**src/rtl/pa_ahbl_mif_mch.sv**
```systemverilog
`default_nettype none
// ============================================================================
// Module      : pa_ahbl_mif_mch
// Description : Multi-channel AHB-Lite master interface. Arbitrates NCH
//               requester channels onto one AHB-Lite master port, keeps one
//               registered address phase and one outstanding data phase, and
//               runs a two-cycle ERROR sequence with address-phase retry.
// Revision    : 1.0 - initial release
// ============================================================================
module pa_ahbl_mif_mch #(
  parameter int NCH    = 2,
  parameter int AW     = 32,
  parameter int DW     = 32,
  parameter int ARB_RR = 0
) (
  input  logic            forever_cpuclk,
  input  logic            cpurst,
  input  logic [NCH-1:0]    ch_req,
  input  logic [NCH*AW-1:0] ch_addr,
  input  logic [NCH-1:0]    ch_write,
  input  logic [NCH*3-1:0]  ch_size,
  input  logic [NCH*4-1:0]  ch_prot,
  input  logic [NCH*DW-1:0] ch_wdata,
  output logic [NCH-1:0]    ch_grnt,
  output logic [NCH-1:0]    ch_cmplt,
  output logic [NCH-1:0]    ch_err,
  output logic [DW-1:0]     ch_rdata,
  input  logic            halt_req,
  output logic            mif_idle,
  output logic [AW-1:0]   pad_haddr,
  output logic            pad_hwrite,
  output logic [2:0]      pad_hsize,
  output logic [3:0]      pad_hprot,
  output logic [1:0]      pad_htrans,
  output logic [2:0]      pad_hburst,
  output logic [DW-1:0]   pad_hwdata,
  input  logic [DW-1:0]   pad_hrdata,
  input  logic            pad_hready,
  input  logic            pad_hresp,
  output logic [7:0]      mif_dbginfo
);

  localparam int CHW = (NCH > 1) ? $clog2(NCH) : 1;

  localparam logic [1:0] c_htrans_idle   = 2'b00;
  localparam logic [1:0] c_htrans_nonseq = 2'b10;

  localparam logic [1:0] c_st_norm = 2'd0;
  localparam logic [1:0] c_st_err1 = 2'd1;
  localparam logic [1:0] c_st_err2 = 2'd2;

  logic [1:0]     r_err_st;
  logic [1:0]     w_err_nxt;
  logic           w_norm;
  logic           w_in_err1;

  logic           r_aph_vld;
  logic [CHW-1:0] r_aph_ch;
  logic           r_dph_vld;
  logic [CHW-1:0] r_dph_ch;

  logic [CHW-1:0] w_win;
  logic [CHW-1:0] w_win_lo;
  logic           w_advance;
  logic           w_slot_free;
  logic           w_grant;
  logic           w_cmplt;

  logic [AW-1:0]  w_sel_addr;
  logic           w_sel_write;
  logic [2:0]     w_sel_size;
  logic [3:0]     w_sel_prot;
  logic [DW-1:0]  w_aph_wdata;

  // Error-sequence state register
  always_ff @(posedge forever_cpuclk or posedge cpurst) begin
    if (cpurst) r_err_st <= c_st_norm;
    else        r_err_st <= w_err_nxt;
  end

  // Error-sequence next state: first ERROR cycle has hready low
  always_comb begin
    w_err_nxt = r_err_st;
    case (r_err_st)
      c_st_norm: if (r_dph_vld && pad_hresp && !pad_hready) w_err_nxt = c_st_err1;
      c_st_err1: if (pad_hready) w_err_nxt = c_st_err2;
      c_st_err2: w_err_nxt = c_st_norm;
      default:   w_err_nxt = c_st_norm;
    endcase
  end

  // Error-sequence outputs: ERR1 cancels the pending address phase on the bus
  always_comb begin
    w_norm     = (r_err_st == c_st_norm);
    w_in_err1  = (r_err_st == c_st_err1);
    pad_htrans = (r_aph_vld && !w_in_err1) ? c_htrans_nonseq : c_htrans_idle;
  end

  assign w_advance   = r_aph_vld && pad_hready && w_norm;
  assign w_slot_free = !r_aph_vld || w_advance;
  assign w_grant     = w_slot_free && !halt_req && w_norm && (|ch_req) && !cpurst;
  assign w_cmplt     = r_dph_vld && pad_hready;

  // Lowest-index requester (fixed priority, and round-robin wrap fallback)
  always_comb begin
    w_win_lo = '0;
    for (int i = NCH - 1; i >= 0; i--) begin
      if (ch_req[i]) w_win_lo = CHW'(i);
    end
  end

  generate
    if (ARB_RR != 0) begin : g_rr
      localparam logic [CHW-1:0] c_last_ch = CHW'(NCH - 1);
      logic [CHW-1:0] r_rr_ptr;
      logic [CHW-1:0] w_win_hi;
      logic           w_hi_any;

      // First requester at or after the round-robin pointer
      always_comb begin
        w_win_hi = '0;
        w_hi_any = 1'b0;
        for (int i = NCH - 1; i >= 0; i--) begin
          if (ch_req[i] && (CHW'(i) >= r_rr_ptr)) begin
            w_win_hi = CHW'(i);
            w_hi_any = 1'b1;
          end
        end
      end

      assign w_win = w_hi_any ? w_win_hi : w_win_lo;

      // Pointer moves just past the channel that was granted
      always_ff @(posedge forever_cpuclk or posedge cpurst) begin
        if (cpurst)       r_rr_ptr <= '0;
        else if (w_grant) r_rr_ptr <= (w_win == c_last_ch) ? '0 : w_win + 1'b1;
      end
    end else begin : g_fp
      assign w_win = w_win_lo;
    end
  endgenerate

  // Channel muxes for the winner's controls and the address-phase owner's data
  always_comb begin
    w_sel_addr  = '0;
    w_sel_write = 1'b0;
    w_sel_size  = '0;
    w_sel_prot  = '0;
    w_aph_wdata = '0;
    for (int i = 0; i < NCH; i++) begin
      if (w_win == CHW'(i)) begin
        w_sel_addr  = ch_addr[i*AW +: AW];
        w_sel_write = ch_write[i];
        w_sel_size  = ch_size[i*3 +: 3];
        w_sel_prot  = ch_prot[i*4 +: 4];
      end
      if (r_aph_ch == CHW'(i)) w_aph_wdata = ch_wdata[i*DW +: DW];
    end
  end

  // Address phase: capture on grant, retire on advance; retained across ERROR
  always_ff @(posedge forever_cpuclk or posedge cpurst) begin
    if (cpurst) begin
      r_aph_vld  <= 1'b0;
      r_aph_ch   <= '0;
      pad_haddr  <= '0;
      pad_hwrite <= 1'b0;
      pad_hsize  <= '0;
      pad_hprot  <= '0;
    end else if (w_grant) begin
      r_aph_vld  <= 1'b1;
      r_aph_ch   <= w_win;
      pad_haddr  <= w_sel_addr;
      pad_hwrite <= w_sel_write;
      pad_hsize  <= w_sel_size;
      pad_hprot  <= w_sel_prot;
    end else if (w_advance) begin
      r_aph_vld  <= 1'b0;
    end
  end

  // Data phase: loaded from the address phase, released on completion
  always_ff @(posedge forever_cpuclk or posedge cpurst) begin
    if (cpurst) begin
      r_dph_vld   <= 1'b0;
      r_dph_ch    <= '0;
      pad_hwdata  <= '0;
    end else if (w_advance) begin
      r_dph_vld   <= 1'b1;
      r_dph_ch    <= r_aph_ch;
      pad_hwdata  <= w_aph_wdata;
    end else if (w_cmplt) begin
      r_dph_vld   <= 1'b0;
    end
  end

  // Per-channel one-hot strobes
  always_comb begin
    ch_grnt  = '0;
    ch_cmplt = '0;
    ch_err   = '0;
    for (int i = 0; i < NCH; i++) begin
      ch_grnt[i]  = w_grant && (w_win == CHW'(i));
      ch_cmplt[i] = w_cmplt && (r_dph_ch == CHW'(i));
      ch_err[i]   = w_cmplt && (r_dph_ch == CHW'(i)) && (pad_hresp || w_in_err1);
    end
  end

  assign ch_rdata    = pad_hrdata;
  assign pad_hburst  = 3'b000;
  assign mif_idle    = !r_aph_vld && !r_dph_vld && w_norm;
  assign mif_dbginfo = {r_aph_vld, r_dph_vld, r_err_st, 4'(r_dph_ch)};

endmodule
`default_nettype wire

```
**config.mk**
```make
export PLATFORM = sky130hd
export DESIGN_NAME = pa_ahbl_mif_mch
export DESIGN_NICKNAME = d
export VERILOG_FILES = /design/src/rtl/pa_ahbl_mif_mch.sv
export SDC_FILE = /design/constraint.sdc
export NUM_CORES = 1
export LEC_CHECK = 0
export BUFFER_PORTS_ARGS = -buffer_cell sky130_fd_sc_hd__clkbuf_2
export CORE_AREA = 2 2 118 120
export CTS_CLUSTER_DIAMETER = 40
export DETAILED_ROUTE_END_ITERATION = 12
export DIE_AREA = 0 0 120 122
export HOLD_SLACK_MARGIN = 0.12
export MAX_ROUTING_LAYER = met4
export SYNTH_ARGS = -nofsm -noshare
export SYNTH_HDL_FRONTEND = slang
export SYNTH_SLANG_ARGS = --single-unit
```
**constraint.sdc**
```tcl
create_clock -name forever_cpuclk -period 4.5 [get_ports forever_cpuclk]
set_input_delay 0.9 -clock forever_cpuclk [delete_from_list [all_inputs] [get_ports forever_cpuclk]]
set_output_delay 0.9 -clock forever_cpuclk [all_outputs]
set_load 0.01 [all_outputs]
```
# After elaboration in Yosys (flattened, before gate mapping)
# Cells that the tools add are included.
# classes
bitwise	2
n_mux	15
eq_ne	3
n_reduce_logical	31
# ops
op	count
$mux W32	2
$logic_and A1 B1 Y1	18
$mux W1	7
$logic_not A1 Y1	6
$mux W2	3
$mux W4	1
$pmux W2 S2	1
$reduce_bool A2 Y1	2
$mux W3	1
$eq A2 B1 Y1 const B	1
$logic_not A2 Y1	1
$logic_or A1 B1 Y1	2
$ne A2 B1 Y1 const B	1
$ne A2 B2 Y1 const B	1
$not A1 Y1	2
$reduce_and A2 Y1	1
$reduce_or A2 Y1	1
# totals
inputBits	183
ff_bits	78
out_inout_bits	124

# Logic depth before layout (Yosys ltp)
# Gate-level depths: netlist of the first run.
# logic_depth
depth_word	8
mapped_depth	5

# Worst setup path before layout of the first run
# Ideal clock, no wire load.
# synth_path
path_kind	input -> output
start	input halt_req
end	output ch_grnt[1]
stages	4
n_path_buf	1
required_ns	3.600
t_arrival_ns	2.087
setup_slack_ns	1.513
cell_sequence	or4_4 -> nor3_4 -> buf_6 -> and2_1
# synth_via
elab_chain_cells	6
# synth_rtl
item	line_no	source
start, declared	28	input logic halt_req,
$logic_not A1 Y1	101	assign w_grant = w_slot_free && !halt_req && w_norm && (|ch_req) && !cpurst;
$logic_and A1 B1 Y1 (4 in a row)	101	
$logic_and A1 B1 Y1	203	ch_grnt[i] = w_grant && (w_win == CHW'(i));
end, declared	24	output logic [NCH-1:0] ch_grnt,
# No other way between the ends.

# Worst setup path in the final report of the first run
# layout_path
start	input halt_req
end	output ch_grnt[0]
# Same word-level chain as after synthesis.

==> results of run 1 <==
-- cell families after synthesis --
group	share of synthesized area, %
buf+inv	10.6
flops	48.1
mux	30.6
other cells	0.0923
simple gates	6.19
compound gates	4.47
-- routing by layer --
layer / global-route usage (%) / vias to the layer above / wire length [um]
li1: - / 1529 / -
met1: 16.2 / 1472 / 4180
met2: 23.3 / 180 / 5080
met3: 3.46 / 22 / 916
met4: 7.79 / 0 / 295
met5: - / - / 0
-- power by group --
| group | total [mW] | switching [mW] | internal, mW | leakage, nW |
|---|---|---|---|---|
| Clock | 0.789 | 0.287 | 0.502 | 0.160 |
| Combinational | 0.892 | 0.431 | 0.460 | 1.63 |
| Sequential | 1.15 | 0.186 | 0.960 | 0.895 |
| Total | 2.83 | 0.904 | 1.92 | 2.68 |
-- sequential cells by signal, summed over array words and instances (netlist names) --
| register | cells |
|---|---|
| pad_hprot | 4 |
| r_aph_ch | 1 |
| pad_hsize | 3 |
| pad_hwdata | 32 |
| r_dph_vld | 1 |
| pad_haddr | 32 |
| pad_hwrite | 1 |
| r_dph_ch | 1 |
| r_err_st | 2 |
| r_aph_vld | 1 |
-- worst paths after layout --
check,depth (start not counted),to,from
worst max-delay path,4,ch_grnt[0],halt_req
worst min-delay path,1,pad_haddr[8],pad_haddr[8]
worst max register to register,4,pad_haddr[7],r_err_st[0]
worst min register to register,1,pad_haddr[8],pad_haddr[8]
max in group asynchronous,3,r_aph_ch,cpurst
min in group asynchronous,2,pad_hwdata[16],cpurst
-- per-stage QoR --
| stage | cells | power [mW] | area, um2 | util (%) | setup WS (ps) |
|---|---|---|---|---|---|
| 2_1_floorplan | 350 | 1.67 | 4080 | - | 1510 |
| 3_3_place_gp | 707 | 2.03 | 5120 | 37.9 | 1230 |
| 3_5_place_dp | 707 | 2.06 | 5120 | 37.9 | 1210 |
| 4_1_cts | 723 | 2.87 | 5440 | 40.3 | 1200 |
| 5_1_grt | 723 | 3.01 | 5440 | 40.3 | 1180 |
| 6_report | 723 | 2.83 | 5440 | 40.3 | 1310 |
-- final cells by class --
cell class,count,area [um2]
flip-flops and latches,78,1950
inverters,2,8.76
clock buffers,11,243
multi-input cells,208,1730
well taps,180,225
clock inverters,5,82.6
repair buffers,239,1210
fillers,1324,8060
-- worst max-delay path, cell delays in order --
cell	delay, ps
clkbuf_2	90
or4_4	520
nor4_1	540
clkbuf_2	240
-- cell usage in the layout (no fill, tap or decap), drive strengths merged, types with 3 or more instances in the layout --
cell / n
clkbuf: 246
buf: 4
nor3: 3
mux2: 82
mux2i: 32
nor2: 35
a21oi: 33
clkinv: 4
nor2b: 5
conb: 7
dfrtp: 78
==> impl_metrics.csv, run 1 <==
group,metric,value,unit
outcome,outcome,"finished, final reports clean",
cts,cts_hold_buf,0,
synth,synthArstFlopShare,100,%
timing,finalHoldViolations,0,
drt,via_per_inst,4.43,
synth,synth_top_cell_by_area,"dfrtp_1",
cts,postCtsSetupBuffers,0,
power,powerDensity,519,nW/um2
setup_path,cp.arrival,2290,ps
place,numPortBuffers,235,
hold_path,min_path_type,"register to register",
grt,grt_max_degree,59,
floorplanning,die-area,14600,um2
cts,h-tree-depth,3,
floorplanning,core_area,13500,um2
finish,fin_nets,721,
timing,slew_headroom,38.4,%
floorplanning,ioPinCount,307,
timing,period_share,70.8,%
synth,synth_common_cells,"mux2_2 (82), dfrtp_1 (78), buf_4 (42)",
drt,drt_iter0_markers,76,
synth,synthTopCellsByArea,"dfrtp_1 (48%), mux2_2 (23%), mux2i_1 (7.9%), buf_4 (7.8%), a21oi_1 (4.1%)",
timing,max_freq,0.314,GHz
cts,cts.sinks,78,
floorplanning,initial_core_util,30.1,%
cts,numCtsBuffers,9,
timing,maxSlewViolCount,0,
drt,ant_nets,0,
finish,syn_to_final_growth,34.0,%
synth,synth_edf_count,0,
synth,synth_area,4060,um2
synth,netlist_instances,344,
timing,finalClockSkew,10.7,ps
setup_path,worst-path-max-fanout,3,
drt,drt-pass1-iter-count,4,
job,maxCapViolations,0,
cts,cts_buffer_depth,2,
synth,yosysUniqueCellTypes,24,
floorplanning,chipHeight,122,um
timing,fin_crit,3190,ps
grt,grt_pass1_vias,3094,
synth,seq_area_frac_synth,48.1,%
floorplanning,rows,43,
synth,syn_area_per_cell,11.8,um2
power,p_leak,2.68,nW
drt,finalWirelength,10500,um
setup_path,startpoint_type,"input port",
cts,clk_latency,340,ps
timing,rsz0062_at_grt,"false",
setup_path,endpoint_kind,"output pin",
place,gp_congestion,0.708,
grt,track_usage,14.3,%
cts,cts_tree,"done",
drt,drc,0,
synth,synth_top_area_share,48.1,%
power,ir_worst_vdd,0.263,mV
timing,tightestPinTransition,923,ps
drt,wl_per_cell,14.5,um
finish,drive_above_1_share,63.0,%
setup_path,worstSetupPathType,"input port to output pin",
grt,grt_pass1_wl,15500,um
synth,synth_most_common_cell,"mux2_2",
floorplanning,die_w,120,um
grt,gr-total-overflow,0,
cts,post_cts_resized,0,
synth,ys.flop_type,"dfrtp_1",
grt,antenna_found_initial,0,
place,post-dp-hpwl,8220,um
setup_path,cp.required,3600,ps
finish,n_antenna_cell,0,
cts,clk_pin_slew,50,ps
setup_path,r2r_setup_slack,2190,ps
drt,vias,3203,
timing,finalSetupViolCount,0,
timing,finalSetupTns,0,ps
cts,root_buffer,"clkbuf_16",
timing,hold_slack,503,ps
synth,yosys_warnings,0,
synth,synth.ff_latch_count,78,
Power figures use the tool's default switching activity.
==> run 2: changes to the inputs <==
--- a/config.mk
+++ b/config.mk
@@ -12,6 +12,7 @@
 export DIE_AREA = 0 0 120 122
 export HOLD_SLACK_MARGIN = 0.12
 export MAX_ROUTING_LAYER = met4
+export PLACE_DENSITY = 0.66
 export SYNTH_ARGS = -nofsm -noshare
 export SYNTH_HDL_FRONTEND = slang
 export SYNTH_SLANG_ARGS = --single-unit
==> constraint.sdc (replaced) <==
create_clock -name forever_cpuclk -period 2.9 [get_ports forever_cpuclk]
set_input_delay 0.58 -clock forever_cpuclk [delete_from_list [all_inputs] [get_ports forever_cpuclk]]
set_output_delay 0.58 -clock forever_cpuclk [all_outputs]
set_load 0.01 [all_outputs]
==> impl_metrics.csv, run 2 (synthesis results as in run 1) <==
group,metric,value,unit
finish,final_cell_mix,"clkbuf_2 (235), mux2_2 (82), dfrtp_1 (77)",
finish,final_cell_count_no_fill,727,
finish,final_common_cell,"clkbuf_2",
grt,grt_max_degree,51,
cts,post_cts_resized,0,
timing,finalSetupViolCount,0,
cts,clk_pin_slew,60,ps
power,powerDensity,808,nW/um2
cts,cts_hold_buf,0,
floorplanning,die_w,120,um
grt,gr-total-overflow,0,
place,numPortBuffers,235,
timing,finalHoldViolations,0,
grt,grt_pass1_wl,16200,um
cts,h-tree-depth,3,
power,ir_worst_vdd,0.378,mV
finish,reg.largest.list,"pad_haddr: 32 flops, pad_hwdata: 32 flops, pad_hprot: 4 flops",
grt,antenna_found_initial,0,
power,p_total,4.44,mW
setup_path,r2r_cells,4,
job,maxCapViolations,0,
cts,cts_buffer_depth,2,
timing,fin_crit,2580,ps
drt,drc,0,
finish,syn_to_final_growth,35.3,%
drt,drt-pass1-iter-count,4,
drt,finalWirelength,10900,um
drt,drt_iter0_markers,68,
place,placed_cells_incl_taps,711,
finish,nFillCells,1338,
cts,clk_latency,330,ps
timing,maxSlewViolCount,0,
timing,slew_headroom,33.3,%
setup_path,startpoint_type,"register",
outcome,outcome,"finished, final reports clean",
setup_path,worst-path-max-fanout,7,
drt,vias,3234,
finish,fin_nets,725,
setup_path,r2r_start,"r_err_st[0]",
setup_path,r2r_end,"pad_hsize[2]",
hold_path,min_path_type,"input port to async pin",
finish,drive_above_1_share,63.3,%
grt,grt_pass1_vias,3252,
timing,hold_slack,314,ps
timing,tightestPinTransition,1000,ps
timing,rsz0062_at_grt,"false",
floorplanning,die-area,14600,um2
timing,period_share,88.9,%
finish,multiInputGateArea,1730,um2
cts,cts_tree,"done",
cts,root_buffer,"clkbuf_16",
power,p_leak,2.71,nW
timing,finalClockSkew,5.37,ps
place,post-dp-hpwl,8710,um
cts,numCtsBuffers,9,
floorplanning,initial_core_util,30.1,%
floorplanning,core_area,13500,um2
timing,finalSetupTns,0,ps
timing,max_freq,0.388,GHz
setup_path,worstSetupPathType,"register to output pin",
drt,via_per_inst,4.45,
setup_path,cp.required,2320,ps
finish,regArea,1950,um2
setup_path,cp.arrival,2000,ps
place,gp_congestion,0.755,
floorplanning,rows,43,
cts,cts.sinks,78,
grt,track_usage,14.8,%
drt,wl_per_cell,15.0,um
drt,ant_nets,0,
finish,n_antenna_cell,0,
cts,postCtsSetupBuffers,0,
setup_path,r2r_setup_slack,700,ps
floorplanning,chipHeight,122,um
setup_path,endpoint_kind,"output pin",
floorplanning,ioPinCount,307,
## run 2: changes by cell type in the layout (fill, tap and decap cells not counted), sizes merged
cell / change
buf: +4
clkbuf: +2
clkinv: -2
## run 2: per-layer routing
| metal | up-vias | wire length, um | global-route usage (%) |
|---|---|---|---|
| met5 | - | 0 | - |
| met4 | 0 | 283 | 6.40 |
| met3 | 19 | 996 | 4.03 |
| met2 | 192 | 5370 | 25.2 |
| met1 | 1482 | 4260 | 16.4 |
| li1 | 1541 | - | - |
## run 2: through the flow
stage               instance area [um2]  util, %  worst slack [ps]
global route                       5500     40.7               197
global placement                   5160     38.2               533
detailed placement                 5160     38.2               539
floorplan                          4080        -               325
CTS                                5500     40.7               279
finish                             5500     40.7               321
## run 2: how the worst max path moves through the flow
stage	start	endpoint	slack, ps	cells past startpoint
after floorplan	cpurst	pad_haddr[0]	320	1
after global placement	halt_req	ch_grnt[1]	530	5
after detailed placement	halt_req	ch_grnt[1]	540	5
after CTS	r_err_st[0]	ch_grnt[1]	280	4
after global routing	r_err_st[0]	ch_grnt[0]	200	3
final	r_err_st[0]	ch_grnt[0]	320	3
## run 2: final cells by class
type,count,area share (%)
clock buffers,13,4.92
flip-flops and latches,78,35.5
repair buffers,243,22.7
inverters,2,0.159
well taps,180,4.10
clock inverters,3,1.18
multi-input cells,208,31.4
## run 2: critical path: stages, from the launching register on
cell and delay (ps):
dfrtp_1 490, or4_4 620, nor4_1 360, clkbuf_2 200
## run 2: report_power, final
group / switching, mW / internal, mW
Combinational: 0.673 / 0.722
Clock: 0.432 / 0.823
Sequential: 0.303 / 1.49
Total: 1.41 / 3.04
==> run 3: changes to the inputs <==
--- a/config.mk
+++ b/config.mk
@@ -7,12 +7,14 @@
 export LEC_CHECK = 0
 export BUFFER_PORTS_ARGS = -buffer_cell sky130_fd_sc_hd__clkbuf_2
 export CORE_AREA = 2 2 118 120
+export CTS_BUF_LIST = sky130_fd_sc_hd__clkbuf_8 sky130_fd_sc_hd__clkbuf_16
 export CTS_CLUSTER_DIAMETER = 40
 export DETAILED_ROUTE_END_ITERATION = 12
 export DIE_AREA = 0 0 120 122
 export HOLD_SLACK_MARGIN = 0.12
 export MAX_ROUTING_LAYER = met4
 export PLACE_DENSITY = 0.66
+export SLEW_MARGIN = 10
 export SYNTH_ARGS = -nofsm -noshare
 export SYNTH_HDL_FRONTEND = slang
 export SYNTH_SLANG_ARGS = --single-unit
==> constraint.sdc (replaced) <==
create_clock -name forever_cpuclk -period 2.9 [get_ports forever_cpuclk]
set_input_delay 0.58 -clock forever_cpuclk [delete_from_list [all_inputs] [get_ports forever_cpuclk]]
set_output_delay 0.58 -clock forever_cpuclk [all_outputs]
set_load 0.1 [all_outputs]
==> impl_metrics.csv, run 3 (synthesis results as in run 1) <==
group,metric,value,unit
timing,fin_crit,2570,ps
timing,hold_slack,349,ps
power,p_sw,4.32,mW
setup_path,cp.required,2320,ps
cts,numCtsBuffers,9,
job,maxCapViolations,0,
grt,antenna_found_initial,0,
place,post-dp-hpwl,8140,um
finish,fin_nets,723,
timing,finalSetupViolCount,0,
power,pwr-share-seq,24.8,%
finish,final_common_cell,"clkbuf_2",
grt,track_usage,14.1,%
finish,syn_to_final_growth,36.5,%
finish,drive_above_1_share,64.3,%
timing,worst_slack,329,ps
grt,grt_pass1_wl,15500,um
cts,h-tree-depth,3,
hold_path,min_path_type,"input port to async pin",
floorplanning,core_area,13500,um2
place,gp_congestion,0.741,
cts,cts_buffer_depth,2,
drt,drt-pass1-iter-count,4,
cts,cts.sinks,78,
setup_path,cp.arrival,1990,ps
power,ir_worst_vdd,0.666,mV
setup_path,worst-path-max-fanout,7,
power,powerDensity,1300,nW/um2
cts,clk_pin_slew,60,ps
timing,period_share,88.7,%
floorplanning,chipHeight,122,um
drt,wl_per_cell,14.2,um
setup_path,endpoint_kind,"output pin",
power,p_leak,2.70,nW
grt,gr-total-overflow,0,
finish,n_antenna_cell,0,
cts,cts_hold_buf,0,
drt,vias,3242,
floorplanning,die_w,120,um
grt,grt_max_degree,43,
drt,via_per_inst,4.48,
floorplanning,ioPinCount,307,
cts,clk_latency,330,ps
timing,max_freq,0.389,GHz
cts,postCtsSetupBuffers,0,
place,dpl_worst_slack,457,ps
finish,reg.largest.list,"pad_haddr: 32 flops, pad_hwdata: 32 flops, pad_hprot: 4 flops",
grt,grt_pass1_vias,3192,
floorplanning,die-area,14600,um2
power,swShare,59.9,%
cts,cts_tree,"done",
cts,root_buffer,"clkbuf_16",
floorplanning,rows,43,
timing,tightestPinTransition,940,ps
drt,drt_iter0_markers,89,
timing,finalClockSkew,3.98,ps
cts,post_cts_resized,0,
setup_path,startpoint_type,"register",
finish,final_cell_area,5540,um2
power,combPwrFrac,59.9,%
place,place_area,5250,um2
drt,drc,0,
power,internal_power,2.90,mW
setup_path,worstSetupPathType,"register to output pin",
timing,maxSlewViolCount,0,
finish,final_cell_mix,"clkbuf_2 (233), mux2_2 (82), dfrtp_1 (75)",
timing,finalHoldViolations,0,
floorplanning,initial_core_util,30.1,%
drt,ant_nets,0,
drt,finalWirelength,10300,um
outcome,outcome,"finished, final reports clean",
power,clockPowerShare,15.2,%
place,numPortBuffers,235,
timing,slew_headroom,37.4,%
timing,rsz0062_at_grt,"false",
[run 3: worst paths after layout]
kind	startpoint	endpoint	slack, ps	cells after the start
hold reg to reg	pad_haddr[2]	pad_haddr[2]	500	1
setup reg to reg	r_err_st[0]	pad_haddr[7]	590	4
hold / removal	cpurst	pad_haddr[17]	350	2
min in group forever_cpuclk	pad_haddr[2]	pad_haddr[2]	500	1
setup / recovery	r_err_st[0]	ch_grnt[1]	330	4
max in group asynchronous	cpurst	r_err_st[1]	1900	3
[run 3: critical path, cell delays in order, from the launching register on]
cell,delay (ps)
dfrtp_2,470
or4_4,600
nor3_4,220
and2_2,190
buf_12,170
[run 3: power by group through the flow]
stage / clock network (mW) / logic, mW / registers [mW]
final: 1.10 / 4.33 / 1.79
after global routing: 1.19 / 4.47 / 1.85
after CTS: 1.14 / 4.36 / 1.80
after detailed placement: 0 / 4.36 / 1.81
after global placement: 0 / 4.31 / 1.80
after floorplan: 0 / 1.09 / 4.56
[run 3: stage by stage]
step	cells	setup TNS [ps]	power [mW]	utilization, %
6_report	724	0	7.22	41.1
5_1_grt	724	0	7.51	41.1
4_1_cts	724	0	7.30	41.1
3_5_place_dp	709	0	6.17	38.9
3_3_place_gp	709	0	6.11	38.9
2_1_floorplan	350	-77.3	5.65	-
[run 3: area by class of cell]
type                    count  area, um2
clock inverters             5       51.3
well taps                 180        225
clock buffers              10        239
fillers                  1316       7960
multi-input cells         208       1780
flip-flops and latches     78       1960
repair buffers            241       1290
inverters                   2       8.76
[run 3: layer usage]
layer	global-route usage (%)	share of wire, %
met1	14.7	38
met4	6.84	2.1
met2	24.8	52
met3	3.65	8.5
met5	-	0
